<file path="config.mk">
export PLATFORM = sky130hd
export DESIGN_NAME = gamepad_pmod_tx
export DESIGN_NICKNAME = d
export VERILOG_FILES = /design/src/rtl/gamepad_pmod_tx.sv
export SDC_FILE = /design/constraint.sdc
export NUM_CORES = 1
export LEC_CHECK = 0
export BUFFER_PORTS_ARGS = -buffer_cell sky130_fd_sc_hd__buf_2
export CORE_ASPECT_RATIO = 1.5
export CORE_MARGIN = 3
export CORE_UTILIZATION = 25
export CTS_BUF_LIST = sky130_fd_sc_hd__clkbuf_4 sky130_fd_sc_hd__clkbuf_8 sky130_fd_sc_hd__clkbuf_16
export CTS_CLUSTER_DIAMETER = 150
export DETAILED_ROUTE_END_ITERATION = 16
export PLACE_DENSITY = 0.5
export SYNTH_ARGS = -nofsm -noshare
export SYNTH_HDL_FRONTEND = slang
export SYNTH_SLANG_ARGS = --single-unit
</file>
<file path="constraint.sdc">
create_clock -name clk -period 1.5 [get_ports clk]
set_clock_uncertainty 0.05 [all_clocks]
set_input_delay 0.3 -clock clk [delete_from_list [all_inputs] [get_ports clk]]
set_output_delay 0.3 -clock clk [all_outputs]
set_load 0.01 [all_outputs]
</file>
<file path="src/rtl/gamepad_pmod_tx.sv">
// Gamepad Pmod transmitter: serialises {buttons2, buttons1} MSB first on
// data/clock, then strobes latch, then idles for a gap before the next frame.
module gamepad_pmod_tx #(
  parameter int CLK_DIV    = 4,
  parameter int GAP_CYCLES = 16
) (
  input  logic        clk,
  input  logic        reset,
  input  logic        enable,
  input  logic [11:0] buttons1,
  input  logic [11:0] buttons2,
  output logic        pmod_data,
  output logic        pmod_clk,
  output logic        pmod_latch,
  output logic        busy,
  output logic        frame_done
);

  localparam int DW = (CLK_DIV > 1) ? $clog2(CLK_DIV) : 1;
  localparam int GW = (GAP_CYCLES > 1) ? $clog2(GAP_CYCLES) : 1;
  localparam logic [DW-1:0] DIV_LAST = DW'(CLK_DIV - 1);
  localparam logic [GW-1:0] GAP_LAST = GW'(GAP_CYCLES - 1);

  typedef enum logic [2:0] {
    IDLE,
    SHIFT_LO,
    SHIFT_HI,
    LATCH,
    GAP
  } state_t;

  state_t          state, state_n;
  logic [23:0]     shift, shift_n;
  logic [4:0]      bit_cnt, bit_n;
  logic [DW-1:0]   div_cnt, div_n;
  logic [GW-1:0]   gap_cnt, gap_n;

  always_ff @(posedge clk or posedge reset) begin
    if (reset) begin
      state   <= IDLE;
      shift   <= '0;
      bit_cnt <= '0;
      div_cnt <= '0;
      gap_cnt <= '0;
    end else begin
      state   <= state_n;
      shift   <= shift_n;
      bit_cnt <= bit_n;
      div_cnt <= div_n;
      gap_cnt <= gap_n;
    end
  end

  always_comb begin
    state_n = state;
    shift_n = shift;
    bit_n   = bit_cnt;
    div_n   = div_cnt;
    gap_n   = gap_cnt;
    unique case (state)
      IDLE: begin
        if (enable) begin
          state_n = SHIFT_LO;
          shift_n = {buttons2, buttons1};
          bit_n   = '0;
          div_n   = '0;
        end
      end
      SHIFT_LO: begin
        if (div_cnt == DIV_LAST) begin
          state_n = SHIFT_HI;
          div_n   = '0;
        end else begin
          div_n = div_cnt + DW'(1);
        end
      end
      SHIFT_HI: begin
        if (div_cnt == DIV_LAST) begin
          div_n = '0;
          if (bit_cnt == 5'd23) begin
            state_n = LATCH;
          end else begin
            state_n = SHIFT_LO;
            shift_n = {shift[22:0], 1'b0};
            bit_n   = bit_cnt + 5'd1;
          end
        end else begin
          div_n = div_cnt + DW'(1);
        end
      end
      LATCH: begin
        if (div_cnt == DIV_LAST) begin
          div_n   = '0;
          gap_n   = '0;
          state_n = (GAP_CYCLES == 0) ? IDLE : GAP;
        end else begin
          div_n = div_cnt + DW'(1);
        end
      end
      GAP: begin
        if (gap_cnt == GAP_LAST) begin
          state_n = IDLE;
        end else begin
          gap_n = gap_cnt + GW'(1);
        end
      end
      default: state_n = IDLE;
    endcase
  end

  // Outputs are registered from the next-state decode so each one shows the
  // decode of the state held during the same cycle, with no glitches.
  always_ff @(posedge clk or posedge reset) begin
    if (reset) begin
      pmod_data  <= 1'b0;
      pmod_clk   <= 1'b0;
      pmod_latch <= 1'b0;
      busy       <= 1'b0;
      frame_done <= 1'b0;
    end else begin
      pmod_data  <= ((state_n == SHIFT_LO) || (state_n == SHIFT_HI)) && shift_n[23];
      pmod_clk   <= (state_n == SHIFT_HI);
      pmod_latch <= (state_n == LATCH);
      busy       <= (state_n != IDLE);
      frame_done <= (state_n == LATCH) && (div_n == DIV_LAST);
    end
  end

endmodule

</file>
Word level (Yosys, flattened, before mapping)
Index checks and enable logic that the tools add are counted.
{ "classes": {"n_addsub": 3, "n_eq_ne": 16, "muxes": 21, "n_reduce_logical": 10} }
{ "ops": {"columns": ["op", "n"], "rows": [
  ["$mux 24", 3],
  ["$pmux 24 s2", 1],
  ["$mux 3", 5],
  ["$mux 5", 3],
  ["$pmux 3 s5", 1],
  ["$eq 3x2->1 const B", 4],
  ["$ne 2x2->1 const B", 5],
  ["$pmux 5 s2", 1],
  ["$mux 4", 2],
  ["$pmux 4 s2", 1],
  ["$eq 3x1->1 const B", 2],
  ["$mux 2", 3],
  ["$add 5x1->5 const B", 1],
  ["$eq 5x5->1 const B", 1],
  ["$add 4x1->4 const B", 1],
  ["$eq 2x2->1 const B", 2],
  ["$eq 4x4->1 const B", 1],
  ["$pmux 2 s2", 1],
  ["$reduce_and 4->1", 1],
  ["$reduce_bool 2->1", 2],
  ["$eq 3x3->1 const B", 1],
  ["$logic_not 3->1", 1],
  ["$reduce_and 3->1", 1],
  ["$reduce_bool 3->1", 1],
  ["other kinds (4)", 5]
]} }
{ "totals": {"reg_bits": 43, "input_bits": 27, "out_inout_bits": 5, "wordCells": 61} }

Longest topological paths before layout
{ "depth": {"ltp_word": 7, "mapped_depth": 7, "mapped_depth_nobuf": 5} }

Worst setup path before layout
No wires, ideal clock.
{ "synth_timing": {"path_kind": "register -> register", "start": "reg div_cnt[0]", "end": "reg shift[12]", "setup_ps": 124, "t_arrival_ps": 1513, "t_required_ps": 1326, "setup_slack_ps": -188, "stages_incl_launch_ff": 8, "n_path_buf": 2, "synth_period_minus_slack_ps": 1688, "cell_sequence": "dfrtp_1 ha_1 and4bb_1 and2_1 clkbuf_1 buf_2 a22oi_1 nand2_1"} }
{ "synth_between": {"elab_chain_len": 3} }
{ "synth_rtl": {"columns": ["item", "line_no", "rtl"], "rows": [
  ["start, declared", "35", "logic [DW-1:0] div_cnt, div_n;"],
  ["start signal, assigned", "49", "div_cnt <= div_n;"],
  ["$eq 2x2->1", "78", "if (div_cnt == DIV_LAST) begin"],
  ["$ne 2x2->1 (no line)", null, null],
  ["$reduce_and 4->1 (no line)", null, null],
  ["end signal, assigned", "47", "shift <= shift_n;"],
  ["end, declared", "33", "logic [23:0] shift, shift_n;"]
]} }
Every way passes these cells.
A chain may end at the register's enable or synchronous reset.

Final worst setup path
{ "layout_timing": {"start": "reg div_cnt[1]", "end": "reg bit_cnt[3]"} }
{ "layout_between": {"elab_chain_len": 3} }
{ "layout_rtl": {"columns": ["item", "line_no", "rtl"], "rows": [
  ["$eq 2x2->1", "78", null],
  ["$ne 2x2->1 (no line)", null, null],
  ["$reduce_and 4->1 (no line)", null, null],
  ["end signal, assigned", "48", "bit_cnt <= bit_n;"],
  ["end, declared", "34", "logic [4:0] bit_cnt, bit_n;"]
]} }
Every way passes these cells.

==> results.sh <==
export IMPL_run_status="finished, violations left"
export IMPL_violations="negative setup slack"
export IMPL_drv_cap=0
export IMPL_ys_async_sr_fraction_pct=100.0
export IMPL_diodes=0
export IMPL_grt_pass1_wl_um=7438
export IMPL_drt_pass1_iterations=4
export IMPL_syn_inst=191
export IMPL_antenna_found_initial=0
export IMPL_worstMarginPinSlew_ps=318.4
export IMPL_grt_pass1_vias=1638
export IMPL_ys_flop_type="dfrtp_1"
export IMPL_gr_total_overflow=0
export IMPL_nets=285
export IMPL_arrival_ps=1830
export IMPL_drtIter0Drc=83
export IMPL_crit_type="flop to flop"
export IMPL_grt_max_degree=44
export IMPL_drive_gt1_share_pct=42.19
export IMPL_yosysUniqueCellTypes=39
export IMPL_die_area_um2=8942
export IMPL_min_path_type="primary input to async pin"
export IMPL_maxSlewHeadroom_pct=78.54
export IMPL_start_util_pct=26.37
export IMPL_syn_avg_cell_area_um2=10.24
export IMPL_gp_congestion=0.6861
export IMPL_worstSkewPairLatency_ps=290
export IMPL_drt_wl_total_um=4480
export IMPL_most_common_layout_cells="nand2_1, dfrtp_1, buf_2"
export IMPL_ios=32
export IMPL_stdcell_area_um2=2754
export IMPL_fin_crit_sh_pct=110.0
export IMPL_layout_setup_ws_ps=-149.3
export IMPL_avgViaCountPerCell=4.601
export IMPL_path_clk_slew_ps=80
export IMPL_fp_dieW_um=78.22
export IMPL_htree_levels=2
export IMPL_rows=38
export IMPL_ys_ff_latch=43
export IMPL_slew_violations=0
export IMPL_syn_to_final_growth_pct=40.82
export IMPL_track_usage_pct=10.39
export IMPL_cts_hold_fix_buffers=0
export IMPL_cts_tree="done"
export IMPL_crit_path_cell_trace="ha_4, and4bb_2, a21oi_4, buf_12, or3_1, a21oi_2"
export IMPL_finalHoldViolCount=0
export IMPL_portBuffers=31
export IMPL_core_um2=7417
export IMPL_drc=0
export IMPL_root_buffer="clkbuf_8"
export IMPL_crit_fanout=7
export IMPL_finalCriticalPeriod_ps=1649
export IMPL_start_kind="flop"
export IMPL_p_leak_nw=1.329
export IMPL_vias=1638
export IMPL_cts_sinks=43
export IMPL_vdd_drop_max_v=0.001009
export IMPL_rsz0062_at_grt="yes"
export IMPL_dp_hpwl_um=3116
export IMPL_fmax_mhz=606.3
export IMPL_layout_commonest_cell="nand2_1"
export IMPL_place_area_um2=2521
export IMPL_slowest_delay_ps=400
export IMPL_power_density_nw_per_um2=1647
export IMPL_synth_warnings=0
export IMPL_netlist_area_um2=1956
export IMPL_numCtsBuffers=5
export IMPL_die_y_um=114.3
export IMPL_critPathSlowestCell="dfrtp_1"
export IMPL_wl_per_cell_um=12.58
export IMPL_detail_route_antenna_nets=0
export IMPL_synth_edf_count=0
export IMPL_yosysSeqAreaShare_pct=55.02
export IMPL_finalSetupViolCount=32
export IMPL_dp_slack_ps=-142.2
export IMPL_totalPowerFinal_mw=4.537
export IMPL_r2r_setup_slack_ps=-150
export IMPL_endpoint_kind="flop"
export IMPL_syn_nets=221
export IMPL_clockBufferDepth=2
export IMPL_critPathRequiredTime_ps=1680
## final cells by class
class / count / area, um2
Fill cell: 769 / 4663
Multi-Input combinational cell: 133 / 927.1
Inverter: 4 / 15.01
Clock buffer: 6 / 76.32
Sequential cell: 43 / 1080
Timing Repair Buffer: 68 / 518.0
Clock inverter: 2 / 12.51
Tap cell: 100 / 125.1
## final timing paths
| path | startpoint | end | cells past startpoint |
|---|---|---|---|
| hold reg to reg | shift[8]$_DFFE_PP0P_ | shift[8]$_DFFE_PP0P_ | 2 |
| setup reg to reg | div_cnt[1]$_DFF_PP0_ | bit_cnt[3]$_DFFE_PP0P_ | 6 |
| max in group asynchronous | reset | state[2]$_DFF_PP0_ | 3 |
| min in group clk | buttons2[6] | shift[18]$_DFFE_PP0P_ | 3 |
| setup / recovery | div_cnt[1]$_DFF_PP0_ | bit_cnt[3]$_DFFE_PP0P_ | 6 |
| hold / removal | reset | pmod_data$_DFF_PP0_ | 3 |
## Yosys cell counts (all sizes together), types with 2 or more instances
master / n / area, um2
and3: 3 / 18.77
or3: 3 / 18.77
a22oi: 22 / 165.2
o21ai: 9 / 45.04
nand2: 50 / 187.7
buf: 8 / 45.04
a21oi: 6 / 37.54
inv: 4 / 15.01
and2: 2 / 12.51
ha: 3 / 37.54
clkbuf: 3 / 11.26
nor3b: 3 / 27.52
nand2b: 2 / 12.51
dfrtp: 43 / 1076
nor2: 5 / 18.77
and4b: 2 / 20.02
nand3: 3 / 15.01
o21bai: 2 / 15.01
nor2b: 2 / 12.51
## worst max-delay path: cells and delay by family, from the launching register on
| family | cells | cell delay, ps |
|---|---|---|
| buffers and inverters | 1 | 140 |
| AND/OR/NAND/NOR | 2 | 620 |
| AO/OA/AOI/OAI | 2 | 210 |
| flip-flops | 1 | 400 |
| adder cells (fa/ha/maj) | 1 | 170 |
## metal layers
| metal | global-route usage [%] | share of wire [%] | vias to the layer above |
|---|---|---|---|
| met4 | 3.151 | 1.1 | 0 |
| li1 | - | - | 807 |
| met2 | 19.16 | 55 | 27 |
| met5 | 0 | 0 | - |
| met1 | 11.65 | 40 | 800 |
| met3 | 2.598 | 3.8 | 4 |
## flip-flops by register name, summed over array words and instances (netlist names)
name	count
div_cnt	2
pmod_data	1
frame_done	1
pmod_clk	1
busy	1
pmod_latch	1
gap_cnt	4
state	3
shift	24
bit_cnt	5
## what timing repair did
item | in CTS | in global routing
gates cloned | 0 | 0
pin swaps | 3 | 6
resized for setup | 1 | 24
endpoints found under the setup margin | 30 | 37
setup buffers | 3 | 3
## report_power, final
part	leakage [nW]	internal (mW)	switching, mW	total [mW]
clock	0.0446	0.344	0.406	0.750
sequential	0.548	1.61	0.307	1.92
combinational	0.736	1.02	0.847	1.87
## per-stage QoR
stage	cells	util (%)	hold WS [ps]	setup TNS [ps]
floorplan	191	-	379.0	-1546
global placement	342	33.99	331.6	-1577
detailed placement	342	33.99	342.0	-2451
CTS	353	35.53	10.13	-2638
global route	356	37.13	26.60	-5073
finish	356	37.13	8.500	-2156
## kinds of logic after synthesis
kind of cell / count (synthesis) / share of synthesized area (%)
xor+xnor: 1 / 0.4479
compound gates: 46 / 16.95
mux: 1 / 0.5758
flops: 43 / 55.02
buf+inv: 15 / 3.646
simple gates: 82 / 21.43
fa+ha+maj: 3 / 1.920
No activity file was read; power rests on OpenSTA's default activity.
